File: config.mk
export PLATFORM = sky130hd
export DESIGN_NAME = hid_report_builder
export DESIGN_NICKNAME = d
export VERILOG_FILES = /design/src/rtl/hid_report_pkg.sv /design/src/rtl/hid_report_builder_sat_accum.sv /design/src/rtl/hid_report_builder.sv
export SDC_FILE = /design/constraint.sdc
export NUM_CORES = 1
export LEC_CHECK = 0
export BUFFER_PORTS_ARGS = -buffer_cell sky130_fd_sc_hd__buf_2
export CORE_MARGIN = 1.5
export CORE_UTILIZATION = 50
export DETAILED_ROUTE_END_ITERATION = 8
export PLACE_DENSITY = 0.73
export SLEW_MARGIN = 20
export SYNTH_ARGS = -nofsm -noshare
export SYNTH_HDL_FRONTEND = slang
export SYNTH_SLANG_ARGS = --single-unit
File: constraint.sdc
create_clock -name clk -period 7.9 [get_ports clk]
set_clock_uncertainty 0.2 [all_clocks]
set_input_delay 0.79 -clock clk [delete_from_list [all_inputs] [get_ports clk]]
set_output_delay 0.79 -clock clk [all_outputs]
set_load 0.005 [all_outputs]
File: src/rtl/hid_report_pkg.sv
// Shared types and constants for the HID boot-mouse report builder.
// Imported by the accumulator and the report FSM.
package hid_report_pkg;

  typedef enum logic [2:0] {
    IDLE  = 3'd0,
    SEND0 = 3'd1,
    SEND1 = 3'd2,
    SEND2 = 3'd3,
    SEND3 = 3'd4
  } state_t;

  localparam int BTN        = 0;
  localparam int X          = 1;
  localparam int Y          = 2;
  localparam int W          = 3;
  localparam int REPORT_LEN = 4;
  localparam int CLAMP_DEF  = 127;

  function automatic logic [1:0] byte_idx(input state_t s);
    return 2'(s - SEND0);
  endfunction

endpackage

File: src/rtl/hid_report_builder_sat_accum.sv
// Signed saturating accumulator: acc <= sat(acc - sub + pt + inj).
// sat pulses in any cycle whose sum leaves the W-bit signed range.
module sat_accum #(
  parameter int W = 16
) (
  input  logic                clk,
  input  logic                rst,
  input  logic signed [W-1:0] sub,
  input  logic signed [W-1:0] pt,
  input  logic signed [W-1:0] inj,
  output logic signed [W-1:0] acc,
  output logic                sat
);

  localparam int SW = W + 2;
  localparam logic signed [SW-1:0] MAXV =
    SW'((64'd1 << (W - 1)) - 64'd1);
  localparam logic signed [SW-1:0] MINV =
    -SW'(64'd1 << (W - 1));

  // Two guard bits hold the worst-case sum of four terms.
  logic signed [SW-1:0] sum;
  logic hi;
  logic lo;

  always_comb begin
    sum = {{2{acc[W-1]}}, acc}
        - {{2{sub[W-1]}}, sub}
        + {{2{pt[W-1]}}, pt}
        + {{2{inj[W-1]}}, inj};
    hi  = sum > MAXV;
    lo  = sum < MINV;
    sat = hi || lo;
  end

  always_ff @(posedge clk) begin
    if (rst) begin
      acc <= '0;
    end else if (hi) begin
      acc <= MAXV[W-1:0];
    end else if (lo) begin
      acc <= MINV[W-1:0];
    end else begin
      acc <= sum[W-1:0];
    end
  end

endmodule

File: src/rtl/hid_report_builder.sv
// Merges passthrough and injected mouse motion into 4-byte
// boot-protocol IN reports, or NAKs when nothing changed.
module hid_report_builder
  import hid_report_pkg::*;
#(
  parameter int ACC_W = 16,
  parameter int CLAMP = CLAMP_DEF
) (
  input  logic             clk,
  input  logic             rst,
  input  logic             pt_valid,
  input  logic [7:0]       pt_buttons,
  input  logic [7:0]       pt_dx,
  input  logic [7:0]       pt_dy,
  input  logic [7:0]       pt_wheel,
  input  logic             inj_valid,
  output logic             inj_ready,
  input  logic [ACC_W-1:0] inj_dx,
  input  logic [ACC_W-1:0] inj_dy,
  input  logic [7:0]       inj_wheel,
  input  logic [7:0]       inj_buttons,
  input  logic             in_req,
  output logic             in_nak,
  output logic [7:0]       tx_data,
  output logic             tx_valid,
  output logic             tx_last,
  input  logic             tx_ready,
  output logic             sat_flag
);

  localparam logic signed [ACC_W-1:0] LIM = ACC_W'(CLAMP);

  function automatic logic [7:0] clamp8(
    input logic signed [ACC_W-1:0] a
  );
    if (a > LIM) return 8'(CLAMP);
    else if (a < -LIM) return 8'(-CLAMP);
    else return a[7:0];
  endfunction

  function automatic logic [ACC_W-1:0] sx8(input logic [7:0] v);
    return {{(ACC_W-8){v[7]}}, v};
  endfunction

  state_t state;
  state_t nxt;

  logic signed [ACC_W-1:0] acc_x;
  logic signed [ACC_W-1:0] acc_y;
  logic signed [ACC_W-1:0] acc_w;
  logic signed [ACC_W-1:0] sub_x, sub_y, sub_w;
  logic signed [ACC_W-1:0] pt_x, pt_y, pt_w;
  logic signed [ACC_W-1:0] in_x, in_y, in_w;
  logic sat_x, sat_y, sat_w;

  logic [7:0] pt_btn_q;
  logic [7:0] inj_btn_q;
  logic [7:0] last_btn;
  logic [7:0] btn;
  logic [7:0] nx, ny, nw;
  logic [REPORT_LEN-1:0][7:0] rep_q;
  logic inj_acc;
  logic empty;
  logic commit;
  logic poll;

  always_comb begin
    inj_acc = inj_valid && inj_ready;
    btn     = pt_btn_q | inj_btn_q;
    nx      = clamp8(acc_x);
    ny      = clamp8(acc_y);
    nw      = clamp8(acc_w);
    empty   = (nx == 8'd0) && (ny == 8'd0) &&
              (nw == 8'd0) && (btn == last_btn);
    poll    = (state == IDLE) && in_req;
    commit  = (state == SEND3) && tx_ready;
    sub_x   = commit ? sx8(rep_q[X]) : '0;
    sub_y   = commit ? sx8(rep_q[Y]) : '0;
    sub_w   = commit ? sx8(rep_q[W]) : '0;
    pt_x    = pt_valid ? sx8(pt_dx) : '0;
    pt_y    = pt_valid ? sx8(pt_dy) : '0;
    pt_w    = pt_valid ? sx8(pt_wheel) : '0;
    in_x    = inj_acc ? inj_dx : '0;
    in_y    = inj_acc ? inj_dy : '0;
    in_w    = inj_acc ? sx8(inj_wheel) : '0;
  end

  sat_accum #(.W(ACC_W)) u_acc_x (
    .clk(clk), .rst(rst),
    .sub(sub_x), .pt(pt_x), .inj(in_x),
    .acc(acc_x), .sat(sat_x)
  );

  sat_accum #(.W(ACC_W)) u_acc_y (
    .clk(clk), .rst(rst),
    .sub(sub_y), .pt(pt_y), .inj(in_y),
    .acc(acc_y), .sat(sat_y)
  );

  sat_accum #(.W(ACC_W)) u_acc_w (
    .clk(clk), .rst(rst),
    .sub(sub_w), .pt(pt_w), .inj(in_w),
    .acc(acc_w), .sat(sat_w)
  );

  always_ff @(posedge clk) begin
    if (rst) state <= IDLE;
    else     state <= nxt;
  end

  always_comb begin
    nxt = state;
    unique case (state)
      IDLE:    if (in_req && !empty) nxt = SEND0;
      SEND0:   if (tx_ready) nxt = SEND1;
      SEND1:   if (tx_ready) nxt = SEND2;
      SEND2:   if (tx_ready) nxt = SEND3;
      SEND3:   if (tx_ready) nxt = IDLE;
      default: nxt = IDLE;
    endcase
  end

  always_comb begin
    tx_valid = state != IDLE;
    tx_last  = state == SEND3;
    tx_data  = tx_valid ? rep_q[byte_idx(state)] : 8'd0;
  end

  // Snapshot only in IDLE so tx_data is stable through stalls.
  always_ff @(posedge clk) begin
    if (rst) begin
      rep_q     <= '0;
      in_nak    <= 1'b0;
      inj_ready <= 1'b0;
      sat_flag  <= 1'b0;
      pt_btn_q  <= 8'd0;
      inj_btn_q <= 8'd0;
      last_btn  <= 8'd0;
    end else begin
      inj_ready <= 1'b1;
      in_nak    <= poll && empty;
      if (sat_x || sat_y || sat_w) sat_flag <= 1'b1;
      if (pt_valid) pt_btn_q <= pt_buttons;
      if (inj_acc) inj_btn_q <= inj_buttons;
      if (commit) last_btn <= rep_q[BTN];
      if (poll && !empty) begin
        rep_q[BTN] <= btn;
        rep_q[X]   <= nx;
        rep_q[Y]   <= ny;
        rep_q[W]   <= nw;
      end
    end
  end

endmodule

==> flow_metrics.env, run 1 <==
export IMPL_status="finished, final reports clean"
export IMPL_gp_congestion=0.920
export IMPL_startpoint_type="flip-flop"
export IMPL_setup_viol=0
export IMPL_synth_most_common_cell="nand2_1"
export IMPL_path_clk_slew_ns=0.07
export IMPL_fin_crit_sh_pct=90.3
export IMPL_ios=99
export IMPL_netlist_instances=1245
export IMPL_die_h_um=147
export IMPL_crit_required_ns=7.90
export IMPL_crit_top_cell="ha_1"
export IMPL_hold_path_class="flip-flop to flip-flop"
export IMPL_hold_slack_ns=0.259
export IMPL_drive_gt1_share_pct=12.0
export IMPL_nets=1566
export IMPL_viasPerCell=5.67
export IMPL_clock_sinks=110
export IMPL_die_x_um=147
export IMPL_grt_pass1_vias=8757
export IMPL_holdBufCountCts=0
export IMPL_grtUsageMet1_pct=32.8
export IMPL_maxCapViolations=0
export IMPL_path_buf_inv=2
export IMPL_grt_max_degree=70
export IMPL_yosys_most_used_dff="dfxtp_1"
export IMPL_cts_path_max_buffers=2
export IMPL_grt_pass1_wl_um=42100
export IMPL_yosys_area_top_type="dfxtp_1"
export IMPL_path_cells="inv_1, ha_1, and3_1, and2_1, ha_1, inv_1, fa_1, a21o_1, a21oi_1, o21bai_1, a31o_2, a41o_1, o41a_1, a2111oi_0, nor3_1, fa_1, ha_1, a21oi_1, o2111ai_1, nand2_1, nor2_1, a311oi_1, mux2i_1, a41oi_1"
export IMPL_drc=0
export IMPL_synth_edff_count=0
export IMPL_post_cts_setup_buffer_count=0
export IMPL_track_usage_pct=23.9
export IMPL_initial_utilization_pct=51.0
export IMPL_post_dp_hpwl_um=20100
export IMPL_clock_root_buffer="clkbuf_16"
export IMPL_drt_iter0_drc=455
export IMPL_post_cts_resize_count=0
export IMPL_port_buffer_count=98
export IMPL_ys_types=63
export IMPL_cp_arrival_ns=7.13
export IMPL_clk_latency_ns=0.35
export IMPL_core_area_um2=20300
export IMPL_cts_tree="yes"
export IMPL_dr_pass1_iters=5
export IMPL_synthTopCellsByCount="nand2_1 (121), dfxtp_1 (110), inv_1 (105)"
export IMPL_cpPeakStageDelay_ns=0.58
export IMPL_num_rows=52
export IMPL_antenna_found_initial=0
export IMPL_critPathCaptureType="flip-flop"
export IMPL_hold_viol=0
export IMPL_rsz0062_at_grt="false"
export IMPL_ant_nets=0
export IMPL_worst_pin_slew_ns=0.827
export IMPL_post_drt_wl_per_cell_um=15.7
export IMPL_worst_path_dominant_cell_family="compound AO/OA/AOI/OAI gates"
export IMPL_yosysTopAreaCellShare_pct=21.3
export IMPL_synth_nets=1488
export IMPL_ys_seq_area_share_pct=21.3
export IMPL_tns_ns=0
export IMPL_insertedDiodeCount=0
export IMPL_syn_avg_cell_area_um2=8.32
export IMPL_maxSlewViolCount=0
export IMPL_crit_type="flip-flop to flip-flop"
export IMPL_yosys_warnings=0
export IMPL_use_met3_pct=3.29
export IMPL_htree_levels=3
export IMPL_crit_fanout=15
export IMPL_overflow=0
export IMPL_period_minus_slack_ns=7.13
export IMPL_busiest_layer="met2"
export IMPL_syn_area_um2=10400
export IMPL_num_vias=9062
export IMPL_grt_use_met2_pct=39.0
export IMPL_yosys_register_bits=110
export IMPL_die_area_um2=21600
export IMPL_slew_headroom_pct=44.4
export IMPL_timing_fmax_ghz=0.140
export IMPL_numCtsBuffers=9
export IMPL_synth_area_leaders="dfxtp_1 (21%), ha_1 (12%), fa_1 (11%)"
export IMPL_syn_to_final_growth_pct=10.1
export IMPL_cp_slowest_cell="a311oi_1"
export IMPL_drt_wl_total_um=25100
export IMPL_synth_async_reset_ratio_pct=0
export IMPL_fillers=1912
cell usage in the layout (no fill, tap or decap), types with 10 or more instances in the layout:
| cell | n |
|---|---|
| o21ai_0 | 55 |
| nor4_1 | 10 |
| a211oi_1 | 28 |
| and3_1 | 30 |
| a21o_1 | 56 |
| o21bai_1 | 10 |
| and2_1 | 19 |
| dfxtp_1 | 110 |
| xor2_1 | 36 |
| o21a_1 | 20 |
| or2_2 | 10 |
| nand3_1 | 19 |
| mux2i_1 | 16 |
| buf_2 | 98 |
| inv_1 | 105 |
| a21oi_1 | 103 |
| nand2_1 | 121 |
| o211ai_1 | 19 |
| xnor2_1 | 48 |
| nor2_1 | 90 |
| ha_1 | 100 |
| nor2b_1 | 14 |
| nor3_1 | 18 |
| fa_1 | 57 |
cell type report:
type | instances | area (um^2) | area share, %
clock buffers | 12 | 267 | 2.34
clock inverters | 4 | 37.5 | 0.329
inverters | 105 | 394 | 3.46
well taps | 270 | 338 | 2.96
flip-flops and latches | 110 | 2200 | 19.3
multi-input cells | 991 | 7600 | 66.7
repair buffers | 106 | 563 | 4.94
tightest hold or removal path, cell delays in order, from the launching register on:
cell	delay (ns)
dfxtp_1	0.31
nand2_1	0.05
a21oi_1	0.05
path summary, 6_finish.rpt:
check,startpoint,to,slack (ns),depth (start not counted)
max,state[0]$_SDFFE_PP0P_,sat_flag$_SDFFE_PP0P_,0.77,24
min,inj_btn_q[7]$_SDFFE_PP0P_,inj_btn_q[7]$_SDFFE_PP0P_,0.26,2
max reg2reg,state[0]$_SDFFE_PP0P_,sat_flag$_SDFFE_PP0P_,0.77,24
min reg2reg,inj_btn_q[7]$_SDFFE_PP0P_,inj_btn_q[7]$_SDFFE_PP0P_,0.26,2
kinds of logic after synthesis:
family / synth area share [%]
adder cells (fa/ha/maj): 23.1
buffers and inverters: 5.50
flip-flops: 21.3
XOR/XNOR: 7.10
multiplexers: 3.29
AO/OA/AOI/OAI: 22.5
AND/OR/NAND/NOR: 17.2
per-stage QoR:
stage	std cells	cell area [um^2]	utilization, %	worst slack [ns]
after floorplan	1245	10400	-	1.28
after global placement	1581	11100	54.5	0.574
after detailed placement	1581	11100	54.5	0.663
after CTS	1597	11400	56.0	0.606
after global routing	1598	11400	56.2	0.134
final	1598	11400	56.2	0.767
per-layer routing:
| layer | part of all wire (%) | wire (um) | vias up |
|---|---|---|---|
| met2 | 46 | 11500 | 206 |
| met5 | 0 | 0 | - |
| met1 | 47 | 11700 | 4258 |
| met3 | 4.4 | 1110 | 40 |
| li1 | - | - | 4558 |
| met4 | 3.1 | 771 | 0 |
state kept, by name (all words and copies together), names as in the netlist:
name         cells
rep_q           32
u_acc_w.acc     16
u_acc_x.acc     16
u_acc_y.acc     16
inj_btn_q        8
last_btn         8
pt_btn_q         8
state            3
in_nak           1
inj_ready        1
sat_flag         1
Power of run 1 is not shown: default switching activity piles up to over one toggle a cycle in this logic, so the estimate is an artifact.
==> run 2, diff against run 1 <==
--- a/config.mk
+++ b/config.mk
@@ -6,6 +6,7 @@
 export NUM_CORES = 1
 export LEC_CHECK = 0
 export BUFFER_PORTS_ARGS = -buffer_cell sky130_fd_sc_hd__buf_2
+export CORE_ASPECT_RATIO = 0.5
 export CORE_MARGIN = 1.5
 export CORE_UTILIZATION = 50
 export DETAILED_ROUTE_END_ITERATION = 8
==> run 2 against run 1 <==
  * Sequential share of layout area about the same
  * Setup slack worse by 0.19 ns
  * Flip-flop and latch count unchanged
  * Utilization up 1.1 points
  * Hold slack better by 0.0029 ns
  * Die area up 0.24%
  * Routed wire length up 3.7%
  * Cell area down 0.14%
  * Critical endpoint is now u_acc_x.acc[2]$_SDFF_PP0_
==> flow_metrics.env, run 2 (same netlist as run 1, synthesis figures left out) <==
export IMPL_drive_gt1_share_pct=11.8
export IMPL_crit_type="flip-flop to flip-flop"
export IMPL_crit_required_ns=8.00
export IMPL_dpl_cell_count=1577
export IMPL_port_buffer_count=98
export IMPL_dr_pass1_iters=5
export IMPL_cpPeakStageDelay_ns=0.87
export IMPL_core_area_um2=19900
export IMPL_setup_viol=0
export IMPL_num_rows=36
export IMPL_fin_cells=1594
export IMPL_drt_wl_total_um=26000
export IMPL_startpoint_type="flip-flop"
export IMPL_timing_fmax_ghz=0.137
export IMPL_period_minus_slack_ns=7.32
export IMPL_fillers=1795
export IMPL_whs_path_depth=2
export IMPL_ant_nets=0
export IMPL_overflow=0
export IMPL_drc=0
export IMPL_worst_path_dominant_cell_family="compound AO/OA/AOI/OAI gates"
export IMPL_final_area_um2=11400
export IMPL_clk_latency_ns=0.36
export IMPL_status="finished, final reports clean"
export IMPL_dpl_cell_area_um2=11100
export IMPL_insertedDiodeCount=0
export IMPL_hold_path_class="flip-flop to flip-flop"
export IMPL_cts_path_max_buffers=2
export IMPL_ios=99
export IMPL_worst_pin_slew_ns=1.09
export IMPL_num_vias=9138
export IMPL_nets=1566
export IMPL_holdBufCountCts=0
export IMPL_maxCapViolations=0
export IMPL_path_depth=25
export IMPL_initial_utilization_pct=52.1
export IMPL_die_h_um=105
export IMPL_drt_iter0_drc=578
export IMPL_post_drt_wl_per_cell_um=16.3
export IMPL_cts_tree="yes"
export IMPL_post_cts_setup_buffer_count=0
export IMPL_crit_fanout=19
export IMPL_track_usage_pct=24.7
export IMPL_maxSlewViolCount=0
export IMPL_syn_to_final_growth_pct=9.98
export IMPL_post_dp_hpwl_um=20800
export IMPL_post_cts_resize_count=0
export IMPL_gp_congestion=0.900
export IMPL_top_register="rep_q"
export IMPL_die_area_um2=21600
export IMPL_grt_pass1_wl_um=43100
export IMPL_cp_arrival_ns=7.42
export IMPL_viasPerCell=5.73
export IMPL_hold_slack_ns=0.262
export IMPL_tns_ns=0
export IMPL_hold_viol=0
export IMPL_mostFrequentLayoutCell="nand2_1"
export IMPL_path_clk_slew_ns=0.08
export IMPL_cp_slowest_cell="a21oi_1"
export IMPL_clock_root_buffer="clkbuf_16"
export IMPL_mostFrequentLayoutCells="nand2_1 (121), dfxtp_1 (110), inv_1 (105)"
export IMPL_numCtsBuffers=9
export IMPL_htree_levels=3
export IMPL_rr_worst_depth=25
export IMPL_clock_sinks=110
export IMPL_grt_max_degree=70
export IMPL_grt_pass1_vias=8773
export IMPL_fin_crit_sh_pct=92.6
export IMPL_die_x_um=207
export IMPL_critPathCaptureType="flip-flop"
export IMPL_rsz0062_at_grt="false"
export IMPL_antenna_found_initial=0
export IMPL_slew_headroom_pct=27.0
export IMPL_path_buf_inv=3
export IMPL_largest_register_ffs=32
run 2: cell types whose count changed in the layout (fill, tap and decap cells not counted), moves of 2 or more:
| cell | delta |
|---|---|
| nor3b_1 | +2 |
| inv_8 | +3 |
| nor3b_2 | -2 |
| clkbuf_8 | -3 |
run 2: worst paths after layout:
path	slack [ns]	from	endpoint
worst max-delay path	0.58	state[0]$_SDFFE_PP0P_	u_acc_x.acc[2]$_SDFF_PP0_
worst min-delay path	0.26	inj_btn_q[0]$_SDFFE_PP0P_	inj_btn_q[0]$_SDFFE_PP0P_
worst max register to register	0.58	state[0]$_SDFFE_PP0P_	u_acc_x.acc[2]$_SDFF_PP0_
worst min register to register	0.26	inj_btn_q[0]$_SDFFE_PP0P_	inj_btn_q[0]$_SDFFE_PP0P_
run 2: per-layer routing:
layer / global-route usage [%] / vias up / wire (um)
met5: 0 / - / 0
met4: 5.43 / 0 / 442
met3: 4.40 / 31 / 1440
met2: 39.7 / 227 / 11700
met1: 34.4 / 4312 / 12400
li1: - / 4568 / -
run 2: metrics by stage:
step	setup slack, ns	utilization (%)
2_1_floorplan	1.28	-
3_3_place_gp	0.862	55.7
3_5_place_dp	0.614	55.7
4_1_cts	0.595	57.2
5_1_grt	0.139	57.3
6_report	0.581	57.3
run 2: area by class of cell:
| type | instances | area [um^2] | share of cell area [%] |
|---|---|---|---|
| Clock inverter | 7 | 70.1 | 0.615 |
| Tap cell | 266 | 333 | 2.92 |
| Inverter | 105 | 394 | 3.46 |
| Clock buffer | 9 | 225 | 1.98 |
| Sequential cell | 110 | 2200 | 19.3 |
| Multi-Input combinational cell | 991 | 7590 | 66.7 |
| Timing Repair Buffer | 106 | 571 | 5.01 |
run 2: worst min-delay path: cells and delay by family, from the launching register on:
family	cells	cell delay [ns]
compound gates	1	0.05
flops	1	0.31
simple gates	1	0.05
Power of run 2 is left out for the same reason.
==> run 3, diff against run 2 <==
--- a/config.mk
+++ b/config.mk
@@ -9,6 +9,7 @@
 export CORE_ASPECT_RATIO = 0.5
 export CORE_MARGIN = 1.5
 export CORE_UTILIZATION = 50
+export CTS_CLUSTER_SIZE = 20
 export DETAILED_ROUTE_END_ITERATION = 8
 export PLACE_DENSITY = 0.73
 export SLEW_MARGIN = 20
==> constraint.sdc (replaced) <==
create_clock -name clk -period 6.9 [get_ports clk]
set_clock_uncertainty 0.2 [all_clocks]
set_input_delay 0.69 -clock clk [delete_from_list [all_inputs] [get_ports clk]]
set_output_delay 0.69 -clock clk [all_outputs]
set_load 0.005 [all_outputs]
==> run 3 against run 2 <==
  * Final cell count up 0.82%
  * Flip-flop and latch count unchanged
  * Critical path depth down 1
  * Non-clock buffer count up 13
  * Largest cell class unchanged
  * Fmax up 14%
  * Sequential share of layout area down 0.20 points
  * Die area unchanged
  * Register-to-register slack worse by 0.11 ns
  * First-iteration DRC count up 2.6%
  * Clock-buffer cell count up 1
  * Hold slack worse by 0.0043 ns
  * Via count up 0.35%
==> flow_metrics.env, run 3 (same netlist as run 1, synthesis figures left out) <==
export IMPL_drive_gt1_share_pct=13.0
export IMPL_num_vias=9170
export IMPL_maxCapViolations=0
export IMPL_top_register="rep_q"
export IMPL_overflow=0
export IMPL_drt_iter0_drc=593
export IMPL_grt_pass1_vias=8778
export IMPL_die_x_um=207
export IMPL_busiest_layer="met2"
export IMPL_post_drt_wl_per_cell_um=16.4
export IMPL_clock_sinks=110
export IMPL_hold_viol=0
export IMPL_dr_pass1_iters=5
export IMPL_status="finished, final reports clean"
export IMPL_fin_crit_sh_pct=93.1
export IMPL_antenna_found_initial=1
export IMPL_final_area_um2=11500
export IMPL_slew_headroom_pct=32.4
export IMPL_fin_cells=1607
export IMPL_hold_path_class="flip-flop to flip-flop"
export IMPL_ant_nets=0
export IMPL_startpoint_type="flip-flop"
export IMPL_ios=99
export IMPL_crit_required_ns=7.00
export IMPL_use_met3_pct=3.77
export IMPL_fillers=1775
export IMPL_cts_path_max_buffers=2
export IMPL_setup_viol=0
export IMPL_drc=0
export IMPL_clock_root_buffer="clkbuf_16"
export IMPL_gp_congestion=0.898
export IMPL_reg2reg_from="state[1]$_SDFFE_PP0P_"
export IMPL_port_buffer_count=98
export IMPL_post_cts_setup_buffer_count=0
export IMPL_grt_max_degree=70
export IMPL_track_usage_pct=25.0
export IMPL_path_clk_slew_ns=0.08
export IMPL_rsz0062_at_grt="false"
export IMPL_numCtsBuffers=9
export IMPL_num_rows=36
export IMPL_mostFrequentLayoutCells="nand2_1 (121), dfxtp_1 (110), inv_1 (105)"
export IMPL_hold_slack_ns=0.258
export IMPL_die_area_um2=21600
export IMPL_cp_arrival_ns=6.52
export IMPL_die_h_um=105
export IMPL_insertedDiodeCount=0
export IMPL_core_area_um2=19900
export IMPL_clk_latency_ns=0.35
export IMPL_htree_levels=3
export IMPL_initial_utilization_pct=52.1
export IMPL_nets=1579
export IMPL_largest_register_ffs=32
export IMPL_min_from="inj_btn_q[6]$_SDFFE_PP0P_"
export IMPL_critPathCaptureType="flip-flop"
export IMPL_period_minus_slack_ns=6.43
export IMPL_syn_to_final_growth_pct=11.1
export IMPL_grtUsageMet1_pct=35.6
export IMPL_crit_type="flip-flop to flip-flop"
export IMPL_grt_pass1_wl_um=43700
export IMPL_grt_use_met2_pct=40.9
export IMPL_cp_startpoint="state[1]$_SDFFE_PP0P_"
export IMPL_maxSlewViolCount=0
export IMPL_crit_fanout=15
export IMPL_cts_tree="yes"
export IMPL_worst_pin_slew_ns=1.01
export IMPL_multiInputGateArea_um2=7620
export IMPL_mostFrequentLayoutCell="nand2_1"
export IMPL_timing_fmax_ghz=0.156
export IMPL_drt_wl_total_um=26300
export IMPL_dpl_cell_area_um2=11200
export IMPL_post_dp_hpwl_um=21100
export IMPL_dpl_cell_count=1590
export IMPL_seq_area_um2=2200
export IMPL_viasPerCell=5.71
## run 3: changes by cell type in the layout (fill, tap and decap cells not counted), sizes merged
cell / before / now
buf: 106 / 119
clkinv: 1 / 3
inv: 110 / 108
clkbuf: 9 / 10
clkinvlp: 1 / 0
## run 3: critical path: stages (launching register included)
cell and delay, ns:
dfxtp_1 0.34, inv_1 0.09, ha_1 0.18, and3_2 0.29, and2_1 0.21, ha_1 0.19
inv_1 0.05, fa_1 0.39, a21o_1 0.17, a21oi_1 0.21, o21bai_1 0.12, a31o_2 0.26
a41o_1 0.25, o41a_1 0.37, a41o_1 0.28, nor3_1 0.30, fa_1 0.48, ha_1 0.38
a21oi_1 0.22, o2111ai_1 0.14, nand2_1 0.14, xor2_1 0.10, or2_2 0.30, a21oi_2 0.50
a21o_1 0.21
## run 3: layout make-up
type | instances | share of cell area [%]
Clock buffer | 10 | 2.08
Timing Repair Buffer | 119 | 5.81
Clock inverter | 6 | 0.446
Sequential cell | 110 | 19.1
Tap cell | 266 | 2.89
Multi-Input combinational cell | 991 | 66.2
Inverter | 105 | 3.43
## run 3: per-stage QoR
step	utilization, %	TNS (ns)	setup slack [ns]
3_3_place_gp	56.2	-0.0238	-0.0238
6_report	57.9	0	0.475
4_1_cts	57.7	0	0.0869
3_5_place_dp	56.2	-1.29	-0.102
2_1_floorplan	-	0	0.278
5_1_grt	57.9	0	0.0627
## run 3: metal layers
metal | up-vias | share of wire (%)
met5 | - | 0
met4 | 0 | 1.0
met3 | 19 | 5.3
met2 | 208 | 46
met1 | 4372 | 48
li1 | 4571 | -
## run 3: repair_timing
item	4_1_cts	5_1_grt
hold buffers	0	0
hold endpoints to repair	0	0
resized for setup	0	6
setup endpoints to repair	0	46
## run 3: path summary, 6_finish.rpt
check                                   end  slack, ns  cells past startpoint
setup / recovery  u_acc_x.acc[5]$_SDFF_PP0_       0.47                     24
hold / removal    inj_btn_q[6]$_SDFFE_PP0P_       0.26                      2
setup reg to reg  u_acc_x.acc[5]$_SDFF_PP0_       0.47                     24
hold reg to reg   inj_btn_q[6]$_SDFFE_PP0P_       0.26                      2
Power of run 3 is left out for the same reason.
